`src/rtl/mem_access_unit.sv`:
```
// Memory-access stage: passes ALU results through or performs byte/half/word
// loads and stores over a req/ack port, producing one registered write-back record per accept.
module mem_access_unit #(
    parameter int unsigned XLEN = 32
) (
    input  logic            clk,
    input  logic            rst,
    input  logic            ex_valid,
    output logic            ex_ready,
    input  logic [XLEN-1:0] ex_alu_result,
    input  logic [XLEN-1:0] ex_store_data,
    input  logic            ex_mem_read,
    input  logic            ex_mem_write,
    input  logic [1:0]      ex_size,
    input  logic            ex_unsigned,
    input  logic            ex_reg_write,
    input  logic [4:0]      ex_rd,
    output logic            mem_req,
    output logic            mem_we,
    output logic [XLEN-1:0] mem_addr,
    output logic [3:0]      mem_be,
    output logic [XLEN-1:0] mem_wdata,
    input  logic            mem_ack,
    input  logic [XLEN-1:0] mem_rdata,
    output logic            wb_valid,
    output logic            wb_reg_write,
    output logic [4:0]      wb_rd,
    output logic [XLEN-1:0] wb_data,
    output logic            wb_fault
);

    typedef enum logic {IDLE, REQ} state_t;

    state_t          state_q, state_d;
    logic            mem_req_q, mem_req_d;
    logic            mem_we_q, mem_we_d;
    logic [XLEN-1:0] mem_addr_q, mem_addr_d;
    logic [3:0]      mem_be_q, mem_be_d;
    logic [XLEN-1:0] mem_wdata_q, mem_wdata_d;
    logic            wb_valid_q, wb_valid_d;
    logic            wb_reg_write_q, wb_reg_write_d;
    logic [4:0]      wb_rd_q, wb_rd_d;
    logic [XLEN-1:0] wb_data_q, wb_data_d;
    logic            wb_fault_q, wb_fault_d;
    logic [1:0]      lane_q, lane_d;
    logic [1:0]      size_q, size_d;
    logic            unsigned_q, unsigned_d;
    logic [4:0]      rd_q, rd_d;
    logic            reg_write_q, reg_write_d;

    logic            accept;
    logic            mem_op;
    logic            fault_c;
    logic [3:0]      be_c;
    logic [XLEN-1:0] wdata_c;
    logic [XLEN-1:0] lane_data;
    logic [XLEN-1:0] load_c;

    assign ex_ready = (state_q == IDLE);
    assign accept   = ex_valid & ex_ready;
    assign mem_op   = ex_mem_read | ex_mem_write;

    // Conflicting direction, illegal size, or natural misalignment.
    assign fault_c = (ex_mem_read & ex_mem_write)
                   | (mem_op & ((ex_size == 2'b11)
                              | ((ex_size == 2'b01) & ex_alu_result[0])
                              | ((ex_size == 2'b10) & (ex_alu_result[1:0] != 2'b00))));

    always_comb begin
        be_c    = 4'b1111;
        wdata_c = ex_store_data;
        case (ex_size)
            2'b00: begin
                be_c    = 4'b0001 << ex_alu_result[1:0];
                wdata_c = {4{ex_store_data[7:0]}};
            end
            2'b01: begin
                be_c    = ex_alu_result[1] ? 4'b1100 : 4'b0011;
                wdata_c = {2{ex_store_data[15:0]}};
            end
            default: ;
        endcase
    end

    // Align the addressed lane to bit 0, then extend to full width.
    assign lane_data = mem_rdata >> {lane_q, 3'b000};

    always_comb begin
        load_c = lane_data;
        case (size_q)
            2'b00: load_c = unsigned_q ? {{(XLEN-8){1'b0}}, lane_data[7:0]}
                                       : {{(XLEN-8){lane_data[7]}}, lane_data[7:0]};
            2'b01: load_c = unsigned_q ? {{(XLEN-16){1'b0}}, lane_data[15:0]}
                                       : {{(XLEN-16){lane_data[15]}}, lane_data[15:0]};
            default: ;
        endcase
    end

    always_comb begin
        state_d        = state_q;
        mem_req_d      = mem_req_q;
        mem_we_d       = mem_we_q;
        mem_addr_d     = mem_addr_q;
        mem_be_d       = mem_be_q;
        mem_wdata_d    = mem_wdata_q;
        wb_valid_d     = 1'b0;
        wb_reg_write_d = wb_reg_write_q;
        wb_rd_d        = wb_rd_q;
        wb_data_d      = wb_data_q;
        wb_fault_d     = wb_fault_q;
        lane_d         = lane_q;
        size_d         = size_q;
        unsigned_d     = unsigned_q;
        rd_d           = rd_q;
        reg_write_d    = reg_write_q;
        case (state_q)
            IDLE: begin
                if (accept) begin
                    if (fault_c) begin
                        wb_valid_d     = 1'b1;
                        wb_fault_d     = 1'b1;
                        wb_reg_write_d = 1'b0;
                        wb_data_d      = '0;
                        wb_rd_d        = ex_rd;
                    end else if (!mem_op) begin
                        wb_valid_d     = 1'b1;
                        wb_fault_d     = 1'b0;
                        wb_reg_write_d = ex_reg_write;
                        wb_data_d      = ex_alu_result;
                        wb_rd_d        = ex_rd;
                    end else begin
                        state_d     = REQ;
                        mem_req_d   = 1'b1;
                        mem_we_d    = ex_mem_write;
                        mem_addr_d  = {ex_alu_result[XLEN-1:2], 2'b00};
                        mem_be_d    = be_c;
                        mem_wdata_d = wdata_c;
                        lane_d      = ex_alu_result[1:0];
                        size_d      = ex_size;
                        unsigned_d  = ex_unsigned;
                        rd_d        = ex_rd;
                        reg_write_d = ex_reg_write;
                    end
                end
            end
            REQ: begin
                if (mem_ack) begin
                    state_d        = IDLE;
                    mem_req_d      = 1'b0;
                    wb_valid_d     = 1'b1;
                    wb_fault_d     = 1'b0;
                    wb_rd_d        = rd_q;
                    wb_data_d      = mem_we_q ? '0 : load_c;
                    wb_reg_write_d = mem_we_q ? 1'b0 : reg_write_q;
                end
            end
            default: state_d = IDLE;
        endcase
    end

    always_ff @(posedge clk or posedge rst) begin
        if (rst) begin
            state_q        <= IDLE;
            mem_req_q      <= 1'b0;
            mem_we_q       <= 1'b0;
            mem_addr_q     <= '0;
            mem_be_q       <= '0;
            mem_wdata_q    <= '0;
            wb_valid_q     <= 1'b0;
            wb_reg_write_q <= 1'b0;
            wb_rd_q        <= '0;
            wb_data_q      <= '0;
            wb_fault_q     <= 1'b0;
            lane_q         <= '0;
            size_q         <= '0;
            unsigned_q     <= 1'b0;
            rd_q           <= '0;
            reg_write_q    <= 1'b0;
        end else begin
            state_q        <= state_d;
            mem_req_q      <= mem_req_d;
            mem_we_q       <= mem_we_d;
            mem_addr_q     <= mem_addr_d;
            mem_be_q       <= mem_be_d;
            mem_wdata_q    <= mem_wdata_d;
            wb_valid_q     <= wb_valid_d;
            wb_reg_write_q <= wb_reg_write_d;
            wb_rd_q        <= wb_rd_d;
            wb_data_q      <= wb_data_d;
            wb_fault_q     <= wb_fault_d;
            lane_q         <= lane_d;
            size_q         <= size_d;
            unsigned_q     <= unsigned_d;
            rd_q           <= rd_d;
            reg_write_q    <= reg_write_d;
        end
    end

    assign mem_req      = mem_req_q;
    assign mem_we       = mem_we_q;
    assign mem_addr     = mem_addr_q;
    assign mem_be       = mem_be_q;
    assign mem_wdata    = mem_wdata_q;
    assign wb_valid     = wb_valid_q;
    assign wb_reg_write = wb_reg_write_q;
    assign wb_rd        = wb_rd_q;
    assign wb_data      = wb_data_q;
    assign wb_fault     = wb_fault_q;

endmodule

```
`config.mk`:
```
export PLATFORM = sky130hd
export DESIGN_NAME = mem_access_unit
export DESIGN_NICKNAME = d
export VERILOG_FILES = /design/src/rtl/mem_access_unit.sv
export SDC_FILE = /design/constraint.sdc
export NUM_CORES = 1
export LEC_CHECK = 0
export ABC_CLOCK_PERIOD_IN_PS = 4200
export BUFFER_PORTS_ARGS = -buffer_cell sky130_fd_sc_hd__buf_2
export CAP_MARGIN = 20
export CELL_PAD_IN_SITES_DETAIL_PLACEMENT = 0
export CELL_PAD_IN_SITES_GLOBAL_PLACEMENT = 1
export CORE_UTILIZATION = 37
export CTS_CLUSTER_DIAMETER = 30
export CTS_CLUSTER_SIZE = 14
export DETAILED_ROUTE_END_ITERATION = 6
export GPL_TIMING_DRIVEN = 1
export PLACE_DENSITY = 0.82
export SETUP_SLACK_MARGIN = 0.1
export SLEW_MARGIN = 40
export SYNTH_ARGS = -nofsm -noshare
export SYNTH_HDL_FRONTEND = slang
export SYNTH_SLANG_ARGS = --single-unit
```
`constraint.sdc`:
```
create_clock -name clk -period 4.2 [get_ports clk]
set_input_delay 0.63 -clock clk [delete_from_list [all_inputs] [get_ports clk]]
set_output_delay 0.63 -clock clk [all_outputs]
set_load 0.005 [all_outputs]
```
-- Word-level counts from Yosys, hierarchy flattened
Index checks and enable logic that the tools add are counted.
- output and inout bits: 111
- bits in latches: 0
- memories kept: 0
- bits in read-only memories: 0
- register bits after elaboration: 120
- bits in writable memories: 0
- bits of input ports: 111
- word-level logic and storage cells: 86
- magnitude comparators: 0
- reductions and logical operators: 6
- shift-type cells: 2
- $mul: 0
- equality and inequality tests: 9
- mux-type cells: 42
- divide/modulo/power cells: 0
- bitwise logic cells: 11
- $add $sub $neg: 0
- operator list (kind ; number):
    $mux 32 ; 7
    $pmux 32 s2 ; 3
    $shr 32x5->32 ; 1
    $mux 1 ; 20
    $mux 5 ; 4
    $pmux 1 s2 ; 5
    $pmux 5 s2 ; 1
    $pmux 4 s2 ; 1
    $reduce_and 4->1 ; 2
    $and 1x1->1 ; 5
    $eq 2x1->1 const B ; 2
    $eq 2x2->1 const B ; 2
    $logic_not 2->1 ; 2
    $mux 4 ; 1
    $ne 2x1->1 const B ; 2
    $ne 2x2->1 const B ; 2
    $or 1x1->1 ; 4
    $shl 1x2->4 const A ; 1
    $ne 3x2->1 const B ; 1
    $reduce_and 3->1 ; 1
    $not 1->1 ; 2
    $reduce_bool 2->1 ; 1

-- Logic depth before layout (Yosys ltp)
- depth in word-level cells: 9
- depth in mapped cells: 8
- gate-level depth less buffers: 5

-- Worst setup path before layout
Ideal clock, no wire load.
- path kind: input to register
- start point: input port ex_size[1]
- end point: register wb_data_q[31], in the netlist wb_data[31]
- data required time: 4063 ps
- stages: 7
- slack: 2292 ps
- buffers on the path: 2
- setup time: 137 ps
- arrival: 1771 ps
- path through: clkbuf_1 o21ai_0 a211oi_2 nor2_2 buf_2 a221oi_1 a21oi_1
- cells in the longest elaborated chain, start to end: 9
- elaborated cells on any way between the ends: 14
- those cells by class: eq/ne: 4; mux: 3; bitwise: 6; reduce/logical: 1
- ends and longest elaborated chain (element ; RTL line ; text):
    from (decl) ; 14 ; input logic [1:0] ex_size,
    $eq 2x1->1 ; 66 ; | ((ex_size == 2'b01) & ex_alu_result[0])
    $and 1x1->1 ; 66 ;
    $or 1x1->1 ; 66 ;
    $or 1x1->1 (*) ; 67 ; | ((ex_size == 2'b10) & (ex_alu_result[1:0] != 2'b00))));
    $and 1x1->1 (*) ; 65 ; | (mem_op & ((ex_size == 2'b11)
    $or 1x1->1 (*) ; 65 ;
    $mux 32 ; 119 ; if (fault_c) begin
    $mux 32 ; 118 ; if (accept) begin
    $pmux 32 s2 ; 116 ; case (state_q)
    to (signal assigned) ; 189 ; wb_data_q <= wb_data_d;
    to (decl) ; 43 ; logic [XLEN-1:0] wb_data_q, wb_data_d;
Mark *: on every way between the ends. The rest lies on a longest branch, timed or not. The select of a mux whose other input is x is not followed.
A chain may end at the register's enable or synchronous reset.

-- Worst setup path in the final report
- start point: register state_q
- end point: register wb_data_q[28], in the netlist wb_data[28]
- cells in the longest elaborated chain, start to end: 4
- elaborated cells on any way between the ends: 7
- those cells by class: eq/ne: 3; mux: 1; bitwise: 2; reduce/logical: 1
- ends and longest elaborated chain (element ; RTL line ; text):
    from (decl) ; 34 ; state_t state_q, state_d;
    from (signal assigned) ; 180 ; state_q <= state_d;
    $not 1->1 (no line) ; - ;
    $and 1x1->1 ; 60 ; assign accept = ex_valid & ex_ready;
    $ne 2x1->1 (no line) ; - ;
    $reduce_and 3->1 (no line) ; - ;
Parallel ways exist; a longest one is shown, timed or not.

==> results.txt <==
The run finished with clean final reports. Total power for the finished layout comes to 4440 uW. The final weighted congestion in routability-driven placement came out at 0.823.

The setup TNS after final layout is 0 ns. sky130_fd_sc_hd__dfrtp_1 takes more of the synthesized area than any other cell. In this run the remaining antenna-violating nets after routing total 0. Summed over its instances, the top area cell type makes up 52.7% of the synthesized netlist area. Of the total synthesized cell area, the portion taken by AND, OR, NAND and NOR gates is 8.83%. The sink count of the clock tree is 120. By instance count, the leading cell after synthesis is sky130_fd_sc_hd__dfrtp_1. In this run the tool buffered the top-level ports with 219 buffer cells. The highest achievable clock rate is 413 MHz. The die covers 0.0159 sq mm.

The number of inserted diodes came out at 0. In this run the critical register-to-register path is launched from state_q. The power density over cell area is 587 mW/mm^2. The violation count after the first detailed-route iteration is 309. The prevailing post-synth register cell is sky130_fd_sc_hd__dfrtp_1. The number of enable-type register cells in the synthesized netlist came out at 0.

The longest individual stage delay on the worst path is 0.73 ns. The clock skew after layout came out at 0.00565 ns. Yosys printed 0 warnings. Counting flops with an async set or reset pin after synthesis yields a share of 100%.

The post-route clock period utilization came out at 57.7%. The initial antenna violation count is 0. At the end of the flow the core is filled with cells to 51.2%. The global-route track usage on met3 came out at 6.50%. The register-to-register path setup slack is 1.78 ns. The hold violation total from the final report is 0. The later-pin clock latency in the skew report is 0.42 ns. The number of iterations in the first detailed-routing pass came out at 4. The placed standard-cell area came out at 0.00692 sq mm.

The post-synthesis area per instance is 10.7 sq um. The share of the yosys chip area belonging to registers is 52.7%. The count of cells resized by post-cts repair is 0. The area of the mapped netlist came out at 0.00569 sq mm. The flop and latch count out of synthesis came out at 120. The per-cell via count in the routed design is 5.27. The minimum clock period came out at 2.42 ns. The fraction of synthesized cell area in xor and xnor cells came out at 0.154%.

The synthesized netlist devotes 0% of its cell area to adder and majority cells. The post-route netlist has 42.0% of its cells at a drive strength greater than 1. Synthesis handed over a netlist of 530 instances. The worst ir drop on vdd came out at 0.289 mV. The routed length per placed instance came out at 17.9 um.

On the critical path, the stage with the largest delay is an instance of sky130_fd_sc_hd__dfrtp_1. The total overflow left after global routing is 0. The post-CTS repair timing setup buffer count is 0. The number of distinct library cell variants in the gate-level netlist after synthesis is 35. The post-detailed-routing wire length is 16.7 mm. The chip width came out at 126 um. Measured against the total synthesized area, the mux share comes to 18.5%. The CTS tree is built. The number of nets in the layout came out at 849.

Clock tree synthesis inserted a total of 17 buffers. The critical path goes through nor2b_1 -> buf_4 -> nand3b_1 -> nor2_1 -> a221oi_1 -> a21oi_1. The pin count of the biggest net entering global routing came out at 110. The count of vias placed by the detailed router is 4926. The clock slew seen by the registers of the worst setup and hold paths came out at 0.06 ns. The filler cell count came out at 1394. The critical path data arrival time came out at 2.76 ns. Sorting the synthesized cells by how often they occur yields sky130_fd_sc_hd__dfrtp_1 (120), sky130_fd_sc_hd__a21oi_1 (59), sky130_fd_sc_hd__nor2_1 (58). The cell depth of the worst flop-to-flop path is 6. The share of the synthesized area in compound gates (AO/OA/AOI/OAI) is 15.7%. In the global route stage, overall resource usage came out at 22.1%. The min-delay analysis places its worst path in the category input pin to asynchronous set/reset pin. The count of pins over their slew limit is 0.

The layout overhead on the synthesized area came out at 32.7%. The H-tree level count is 4. The required time at the worst-slack endpoint is 4.54 ns. The global routing met1 resource utilization came out at 26.7%.

Setup repair after global routing left no endpoint under its margin. The detailed-route DRC error count came out at 0. The maximum count of clock buffers along a single path came out at 2.

The met2 track demand over resource in global routing is 36.7%. The endpoint identified for the worst register-to-register timing path is wb_data[28]. The number of hold buffers added after cts is 0. The via count of the first global-routing pass was 4861. The HPWL after detailed placement is 12.1 mm. By area, the combinational part of the netlist is dominated by multiplexers. The area of the placeable core is 0.0148 sq mm.

In this run the core area contains 44 standard-cell rows. STA classifies the critical path startpoint as a flop. The largest fanout on the critical path came out at 13. The pin slew with the least headroom to its limit is 0.692 ns.

After global routing, the most crowded layer is met2. During I/O placement, the number of pins put on the boundary was 222. The worst slew margin relative to its limit is 53.7%. In this run the clock root is driven by a sky130_fd_sc_hd__clkbuf_16. The first-pass GRT wire length came out at 26.6 mm. The overall die height is 126 um. By area the synthesized netlist is led by sky130_fd_sc_hd__dfrtp_1 (53%), sky130_fd_sc_hd__mux2_2 (9.7%), sky130_fd_sc_hd__mux2i_1 (8.4%).

The count of endpoints failing setup in the final report is 0. Across the run, the number of max-cap violations was 0. The classification of the worst setup path is flop to flop. The leakage power is 0.00366 uW. The worst setup path is captured at a flop. For this configuration, the core starts out at a cell density of 38.6%.

The post-route cell area is 0.00756 sq mm.
-- worst max-delay path: cells and delay by family (launching register included) --
family | cells | cell delay, ns
AO/OA/AOI/OAI | 2 | 0.35
buffers and inverters | 1 | 0.19
AND/OR/NAND/NOR | 3 | 1.07
flip-flops | 1 | 0.73
-- sequential cells by signal, summed over array words and instances (netlist names) --
register	cells
wb_data	32
reg_write_q	1
rd_q	5
wb_reg_write	1
mem_addr	30
mem_we	1
mem_wdata	32
state_q	1
wb_rd	5
mem_req	1
unsigned_q	1
wb_fault	1
wb_valid	1
mem_be	4
lane_q	2
size_q	2
-- stage by stage --
step | setup slack [ns] | hold WS, ns | std cells
floorplan | 0.384 | 0.467 | 531
global placement | 1.68 | 0.453 | 902
CTS | 1.80 | 0.378 | 933
global route | 1.61 | 0.194 | 934
detailed placement | 1.62 | 0.458 | 902
finish | 1.78 | 0.174 | 934
-- routing by layer --
layer  wire length, um  share of wire [%]
met1              7040                 42
met2              8140                 49
met3              1180                7.0
met4               361                2.2
met5                 0                  0
-- placed cells by master (no fill, tap or decap), types with 2 or more instances in the layout --
cell / synthesis / layout
sky130_fd_sc_hd__a211o_1: 7 / 7
sky130_fd_sc_hd__a211oi_1: 9 / 9
sky130_fd_sc_hd__a21oi_1: 59 / 58
sky130_fd_sc_hd__a221oi_1: 8 / 8
sky130_fd_sc_hd__a22oi_1: 9 / 9
sky130_fd_sc_hd__a32oi_1: 7 / 7
sky130_fd_sc_hd__buf_12: 0 / 2
sky130_fd_sc_hd__buf_2: 16 / 219
sky130_fd_sc_hd__buf_4: 3 / 6
sky130_fd_sc_hd__bufinv_16: 0 / 4
sky130_fd_sc_hd__clkbuf_1: 17 / 3
sky130_fd_sc_hd__clkbuf_16: 0 / 17
sky130_fd_sc_hd__clkbuf_8: 0 / 2
sky130_fd_sc_hd__clkinv_2: 0 / 4
sky130_fd_sc_hd__conb_1: 1 / 2
sky130_fd_sc_hd__dfrtp_1: 120 / 120
sky130_fd_sc_hd__inv_1: 4 / 3
sky130_fd_sc_hd__mux2_2: 49 / 49
sky130_fd_sc_hd__mux2i_1: 48 / 48
sky130_fd_sc_hd__nand2_1: 41 / 41
sky130_fd_sc_hd__nand2b_1: 3 / 3
sky130_fd_sc_hd__nand3b_1: 3 / 3
sky130_fd_sc_hd__nor2_1: 58 / 57
sky130_fd_sc_hd__nor2_2: 1 / 2
sky130_fd_sc_hd__nor2b_1: 10 / 10
sky130_fd_sc_hd__o21ai_0: 40 / 40
-- worst max path at each step --
stage	startpoint	endpoint	cells past startpoint
after floorplan	rst	lane_q[0]	1
after global placement	ex_size[1]	mem_wdata[2]	5
after detailed placement	ex_size[1]	mem_addr[23]	5
after CTS	state_q	wb_data[30]	6
after global routing	state_q	wb_data[26]	6
final	state_q	wb_data[28]	6
-- area by class of cell --
type / count / area, sq um / share of cell area [%]
multi-input combinational: 367 / 2480 / 32.9
clock buffer: 22 / 464 / 6.14
timing repair buffer: 228 / 1210 / 16.0
inverter: 4 / 20.0 / 0.265
clock inverter: 9 / 148 / 1.95
tap: 184 / 230 / 3.05
sequential: 120 / 3000 / 39.7
-- power by group --
group	internal, uW	total (uW)	switching, uW
Sequential	1510	1710	201
Clock	1020	1530	511
Combinational	598	1200	605
Total	3120	4440	1320
-- logic make-up after synthesis --
logic type	count (synthesis)
other cells	1
flops	120
buf+inv	44
mux	98
simple gates	119
compound gates	147
xor+xnor	1
Power figures use the tool's default switching activity.
